===== src/rtl/iir_out_buffer.sv =====
// rtl/iir_out_buffer.sv - decimating output FIFO behind iir1; optional saturation via IIR_OUT_SAT_EN
module iir_out_buffer #(
    parameter int DATA_W = 8,
    parameter int DEPTH  = 8,
    parameter int SAT_W  = 4
) (
    input  logic                       clk,
    input  logic                       rst_n,
    input  logic                       in_valid,
    input  logic signed [DATA_W-1:0]   in_data,
    input  logic [2:0]                 decim,
    output logic                       out_valid,
    input  logic                       out_ready,
    output logic signed [DATA_W-1:0]   out_data,
    output logic [$clog2(DEPTH):0]     level,
    output logic                       overflow,
    input  logic                       clr_ovf
);

    localparam int PW = $clog2(DEPTH);
    localparam logic [PW:0] LVL_FULL = (PW+1)'(DEPTH);

    logic [PW:0]              wptr;
    logic [PW:0]              rptr;
    logic [2:0]               dcnt;
    logic signed [DATA_W-1:0] mem [DEPTH];
    logic signed [DATA_W-1:0] store_data;

    logic keep;
    logic empty;
    logic full;
    logic pop;
    logic push;

`ifdef IIR_OUT_SAT_EN
    localparam logic signed [DATA_W-1:0] SAT_MAX = DATA_W'((1 << (SAT_W-1)) - 1);
    localparam logic signed [DATA_W-1:0] SAT_MIN = -SAT_MAX - DATA_W'(1);

    always_comb begin
        store_data = in_data;
        if (in_data > SAT_MAX)
            store_data = SAT_MAX;
        else if (in_data < SAT_MIN)
            store_data = SAT_MIN;
    end
`else
    assign store_data = in_data;
`endif

    // >= rather than == so lowering decim mid-group keeps the next sample instead of wrapping
    assign keep  = in_valid && (dcnt >= decim);
    assign level = wptr - rptr;
    assign empty = (wptr == rptr);
    assign full  = (level == LVL_FULL);
    assign pop   = !empty && out_ready;
    assign push  = keep && (!full || pop);

    assign out_valid = !empty;
    assign out_data  = mem[rptr[PW-1:0]];

    always_ff @(posedge clk or negedge rst_n) begin
        if (!rst_n) begin
            wptr     <= '0;
            rptr     <= '0;
            dcnt     <= '0;
            overflow <= 1'b0;
            for (int i = 0; i < DEPTH; i++)
                mem[i] <= '0;
        end else begin
            if (keep)
                dcnt <= '0;
            else if (in_valid)
                dcnt <= dcnt + 3'd1;

            if (push) begin
                mem[wptr[PW-1:0]] <= store_data;
                wptr              <= wptr + 1'b1;
            end
            if (pop)
                rptr <= rptr + 1'b1;

            // a drop in the same cycle as a clear keeps the flag set
            if (keep && full && !pop)
                overflow <= 1'b1;
            else if (clr_ovf)
                overflow <= 1'b0;
        end
    end

endmodule


===== config.mk =====
export PLATFORM = sky130hd
export DESIGN_NAME = iir_out_buffer
export DESIGN_NICKNAME = d
export VERILOG_FILES = /design/src/rtl/iir_out_buffer.sv
export SDC_FILE = /design/constraint.sdc
export NUM_CORES = 1
export LEC_CHECK = 0
export CORE_MARGIN = 2
export CORE_UTILIZATION = 43
export CTS_CLUSTER_DIAMETER = 40
export CTS_CLUSTER_SIZE = 12
export DETAILED_ROUTE_END_ITERATION = 7
export GPL_TIMING_DRIVEN = 0
export PLACE_DENSITY = 0.61
export SETUP_SLACK_MARGIN = 0.1
export SKIP_CTS_REPAIR_TIMING = 1
export SLEW_MARGIN = 40
export SYNTH_ARGS = -nofsm -noshare
export SYNTH_HDL_FRONTEND = slang
export SYNTH_SLANG_ARGS = --single-unit

===== constraint.sdc =====
create_clock -name clk -period 9.59 [get_ports clk]
set_input_delay 1.918 -clock clk [delete_from_list [all_inputs] [get_ports clk]]
set_output_delay 1.918 -clock clk [all_outputs]
set_load 0.05 [all_outputs]

### After elaboration in Yosys (flattened, before gate mapping)

Index checks and enable logic that the tools add are counted.

| word-level totals | value |
|---|---|
| flip-flop bits (word level) | 76 |

| cells by class | value |
|---|---|
| add/subtract/negate cells | 4 |
| magnitude comparators | 4 |
| equality and inequality tests | 2 |
| mux-type cells | 10 |
| bitwise operators | 2 |
| reductions and logical operators | 12 |

Operators with widths:

| cell | count |
|---|---|
| $bwmux W64 | 1 |
| $bmux W8 S3 | 1 |
| $demux W8 S3 | 1 |
| $mux W8 | 3 |
| $add A4 B1 Y4 const B | 2 |
| $ge A4 B4 Y1 const B | 2 |
| $not A3 Y4 | 2 |
| $logic_and A1 B1 Y1 | 6 |
| $mux W3 | 2 |
| $eq A4 B4 Y1 | 1 |
| $eq A4 B4 Y1 const B | 1 |
| $lt A4 B1 Y1 const B | 1 |
| $reduce_bool A2 Y1 | 2 |
| $sub A4 B4 Y4 | 1 |
| $add A3 B1 Y3 const B | 1 |
| $ge A3 B3 Y1 | 1 |
| $logic_not A1 Y1 | 3 |
| $mux W1 | 2 |
| $logic_or A1 B1 Y1 | 1 |

### Longest topological paths before layout

| logic depth | value |
|---|---|
| word-level depth | 6 |
| mapped depth | 11 |
| mapped depth without buffers | 9 |

### Least setup slack after synthesis

Ideal clock, no wire load.

| timing path | value |
|---|---|
| kind | register to output |
| start | register rptr[1] |
| end | output level[2] |
| data arrival time | 2336 ps |
| required time | 7672 ps |
| slack | 5336 ps |
| stages on the path, launching flop included | 6 |
| buffers on the path | 2 |
| cell sequence | dfrtp_1 -> clkbuf_1 -> clkbuf_1 -> inv_1 -> fa_1 -> xor2_1 |

| between the ends | value |
|---|---|
| cells in the longest elaborated chain, start to end | 1 |

Ends and longest elaborated chain:

| item | RTL line | source |
|---|---|---|
| from (decl) | 24 | `logic [PW:0] rptr;` |
| from (signal assigned) | 80 | `rptr <= rptr + 1'b1;` |
| $sub A4 B4 Y4 | 52 | `assign level = wptr - rptr;` |
| to (decl) | 15 | `output logic [$clog2(DEPTH):0] level,` |

No other way between the ends.

### Worst setup path in the final report

| timing path | value |
|---|---|
| start | register rptr[1] |
| end | output level[3] |

The elaborated chain is that of the path after synthesis.

==> results by stage <==
Setup path:
- The nature of the critical path startpoint is a register.
- The signal on the critical path passes through clkbuf_1 -> clkbuf_1 -> inv_1 -> ha_1 -> nand3b_1 -> nand3_1 -> nor2b_1 -> clkdlybuf4s50_1.
- STA puts the critical path data required time at 7.67 ns.
- The family with the most delay on the worst path is buffers and inverters.
- In this run the register-to-register setup slack is between 5 and 6 ns.
- The largest fanout on the critical path is 10.
- For this run, the slowest stage of the critical path takes 0.80 ns.
- The start-to-end type of the worst setup path is reg2out.
- The largest individual stage delay along the critical path comes from the cell clkdlybuf4s50_1.
- The number of buffer and inverter instances along the worst setup path is 4.
- The endpoint arrival time on the critical path is between 3 and 4 ns.
- The type of element capturing the critical path is a primary output.
- The dominant cell type by count on the critical path is clkbuf_1.

Floorplanning:
- The area enclosed by the die boundary is 9490 sq um.
- The total I/O pin count is 30.
- In this run the standard cell core region covers about 8600 sq um.
- The initial standard-cell utilization of the core is 43.7%.
- The vertical die dimension is between 90 and 100 um.
- The initialized floorplan defines 34 standard-cell rows.
- The floorplan step set the die width to 97.4 um.

STA:
- Derived from the worst setup path, the maximum achievable clock frequency is between 0.15 and 0.2 GHz.
- The number of endpoints failing setup at the final stage is 0.
- The setup skew after layout is 0.00813 ns.
- The total count of hold-check failures in the final report is 0.
- For the final routed database, the setup TNS stands at 0 ns.
- The post-route clock period utilization is between 50% and 60%.
- The worst pin sits at a relative slew slack of roughly 41%.
- At the pin with the least slew margin, the transition time is 0.876 ns.
- Setup repair after global routing left no endpoint under its margin.
- The max-slew violation count is 0.
- Counting I/O delays and the setup requirement, the final critical path takes 5.52 ns.

Routing:
- In the routed design, unresolved DRC markers number 0.
- Before antenna repair, the detailed router went through 4 iterations.
- The vias after detailed routing is between 2000 and 2500.
- In the routed layout, each cell is associated on average with a via count of 5.31.
- The initial DRC count is 97.
- After detailed routing, the average wire length per cell comes to 18.1 um.
- The count of nets left with antenna violations once routing finished came out at 0.
- For this block, the routed nets add up to 7610 um of wire.

Clock network:
- After clock tree synthesis, the clock-pin slew on the worst setup and hold paths is 0.08 ns.
- The TritonCTS clock tree is built.
- The clock tree root driver cell is clkbuf_8.
- The clock latency reported for the late side of the worst-skew pair is 0.34 ns.
- The number of buffers on the longest clock path is 2.
- The clock tree synthesis step divided the H-tree into 3 levels.
- In this run, CTS created clock tree buffers numbering 9.
- The number of sinks driven by the clock tree is 76.

Logic synthesis:
- The synthesized-area fraction occupied by ao, oa, aoi and oai cells is under 10%.
- In the synthesized netlist, mux cells make up 30.2% of the area.
- After Yosys synthesis, XOR and XNOR cells account for under 10% of the synthesized area.
- The count of flip-flops with a built-in enable after synthesis is 0.
- The number of nets in the synthesized netlist is 292.
- The sequential fraction of the synthesis area is 50.7%.
- The prevailing post-synth register cell is dfrtp_1.
- The cell count after synthesis is between 200 and 300.
- The mean cell area of the mapped netlist is 14.1 sq um.
- The largest family of logic cells by synthesized area is multiplexers.
- Yosys mapped the design onto 35 distinct sky130hd cell types.
- The post-synthesis register bit count is 76.
- The arithmetic-cell share of the synthesized area counting full adders, half adders and majority gates is 3.53%.
- By area the synthesized netlist is led by dfrtp_1 (51%), mux2_2 (17%), mux4_2 (9.6%), mux2_4 (3.2%), ha_1 (3.0%).
- The area fraction of the dominant cell type after synthesis is 50.7%.
- The synthesized netlist devotes under 10% of its cell area to simple gates.
- The count of yosys warnings during synthesis is 0.
- Of all flip-flops after synthesis, the portion carrying an async set or reset was 100%.
- The mapped cell area is 3750 sq um.
- The largest area contributor in the synthesized netlist is dfrtp_1.

Final layout:
- The share of the core filled with cells in the final layout is 51.9%.
- The number of fill cells is about 740.
- Relative to the synthesized area, the layout overhead comes to 18.8%.
- In the final design database the tool counted between 300 and 400 nets.
- Registers take roughly 1900 sq um.
- The repair_antennas step left the layout with diodes totalling 0.
- The fraction of final layout cells sized beyond drive strength 1 is 35.1%.
- Summing all multi-input logic gate instances after layout gives ~1800 sq um.

Global routing:
- The pin count of the biggest net entering global routing is 57.
- The initial antenna violation count was 0.
- The first global-routing pass estimated between 10000 and 15000 um of wire.
- The via count of the first global-routing pass came to between 2000 and 2500.
- Global routing finished with a remaining overflow of 0.
- The global router's overall resource usage is 17.1%.

Place:
- The HPWL after detailed placement is 4960 um.
- The final RePlAce weighted congestion is 0.713.
- The total of buffers placed on input and output ports is 29.

Min path:
- The type of the worst min-delay path is reg2reg.

Status:
- The flow ran to the end, and the final reports show no timing, DRC or antenna violations.

Pwr:
- The power density over the cells is 397 nW/um^2.
- The leakage power is 1.99 nW.
- The overall power is about 1.8 mW.
- The worst ir drop on vdd is between 0.0002 and 0.00025 V.

Run:
- Max-cap violations in this run came to 0.
layer usage:
| layer | track usage [%] | up-vias | wire (um) |
|---|---|---|---|
| met1 | 25.2 | 1151 | 3750 |
| met5 | 0 | - | 0 |
| met3 | 4.03 | 5 | 254 |
| met4 | 4.38 | 0 | 82 |
| met2 | 25.7 | 37 | 3520 |
| li1 | - | 1043 | - |
synthesized netlist by cell type, drive strengths merged (2+ instances only):
cell,count
dfrtp,76
a21oi,3
ha,9
inv,9
nand2b,3
mux4,16
xor2,3
buf,3
nor3,3
xnor2,5
o21ai,5
mux2,65
a21o,2
nand3,9
nor4,4
nand4,2
nand2,30
clkbuf,7
metrics by stage:
stage	cells	setup WS (ns)	hold slack, ns	cell area, sq um
floorplan	266	5.34	0.473	3750
global placement	403	3.84	0.482	4180
detailed placement	405	4.40	0.488	4220
CTS	421	4.03	0.506	4460
global route	421	3.90	0.513	4460
finish	421	4.07	0.505	4460
final timing paths:
| kind | from | to | depth (start not counted) |
|---|---|---|---|
| min in group asynchronous | rst_n | dcnt[1]$_DFFE_PN0P_ | 1 |
| max in group asynchronous | rst_n | mem[18]$_DFFE_PN0P_ | 2 |
| worst max register to register | rptr[1]$_DFFE_PN0P_ | mem[34]$_DFFE_PN0P_ | 10 |
| worst min register to register | mem[40]$_DFFE_PN0P_ | mem[40]$_DFFE_PN0P_ | 1 |
| worst min-delay path | mem[40]$_DFFE_PN0P_ | mem[40]$_DFFE_PN0P_ | 1 |
| worst max-delay path | rptr[1]$_DFFE_PN0P_ | level[3] | 8 |
registers in the layout, indices dropped and copies added, names as in the netlist:
name	cells
rptr	4
overflow	1
mem	64
wptr	4
dcnt	3
power by group:
group | internal [mW] | total (mW) | switching [mW]
sequential | 0.467 | 0.548 | 0.0809
combinational | 0.415 | 0.929 | 0.514
clock | 0.174 | 0.294 | 0.121
total | 1.06 | 1.77 | 0.715
final cells by class:
type	instances	share of cell area [%]
flip-flops and latches	76	42.7
repair buffers	31	7.41
plain buffers	10	1.23
clock buffers	10	2.86
multi-input cells	170	39.5
well taps	108	3.03
inverters	10	0.842
clock inverters	6	2.50
cells in the final DEF (no fill, tap or decap), types with 5 or more instances in the layout:
cell type | synthesis | layout
clkdlybuf4s50_1 | 0 | 28
nand2_1 | 30 | 30
xnor2_1 | 5 | 5
clkbuf_8 | 0 | 9
dfrtp_1 | 76 | 76
nand3_1 | 9 | 9
inv_1 | 9 | 9
clkbuf_1 | 7 | 7
mux4_2 | 16 | 16
ha_1 | 9 | 9
mux2_4 | 8 | 8
mux2_2 | 57 | 57
cell families (layout without fill, tap and decap cells):
| family | count (synthesis) | count (layout) |
|---|---|---|
| AO/OA/AOI/OAI | 11 | 11 |
| XOR/XNOR | 8 | 8 |
| adder cells (fa/ha/maj) | 10 | 10 |
| buffers and inverters | 20 | 67 |
| flip-flops | 76 | 76 |
| multiplexers | 82 | 82 |
| AND/OR/NAND/NOR | 59 | 59 |
Power figures use the tool's default switching activity.
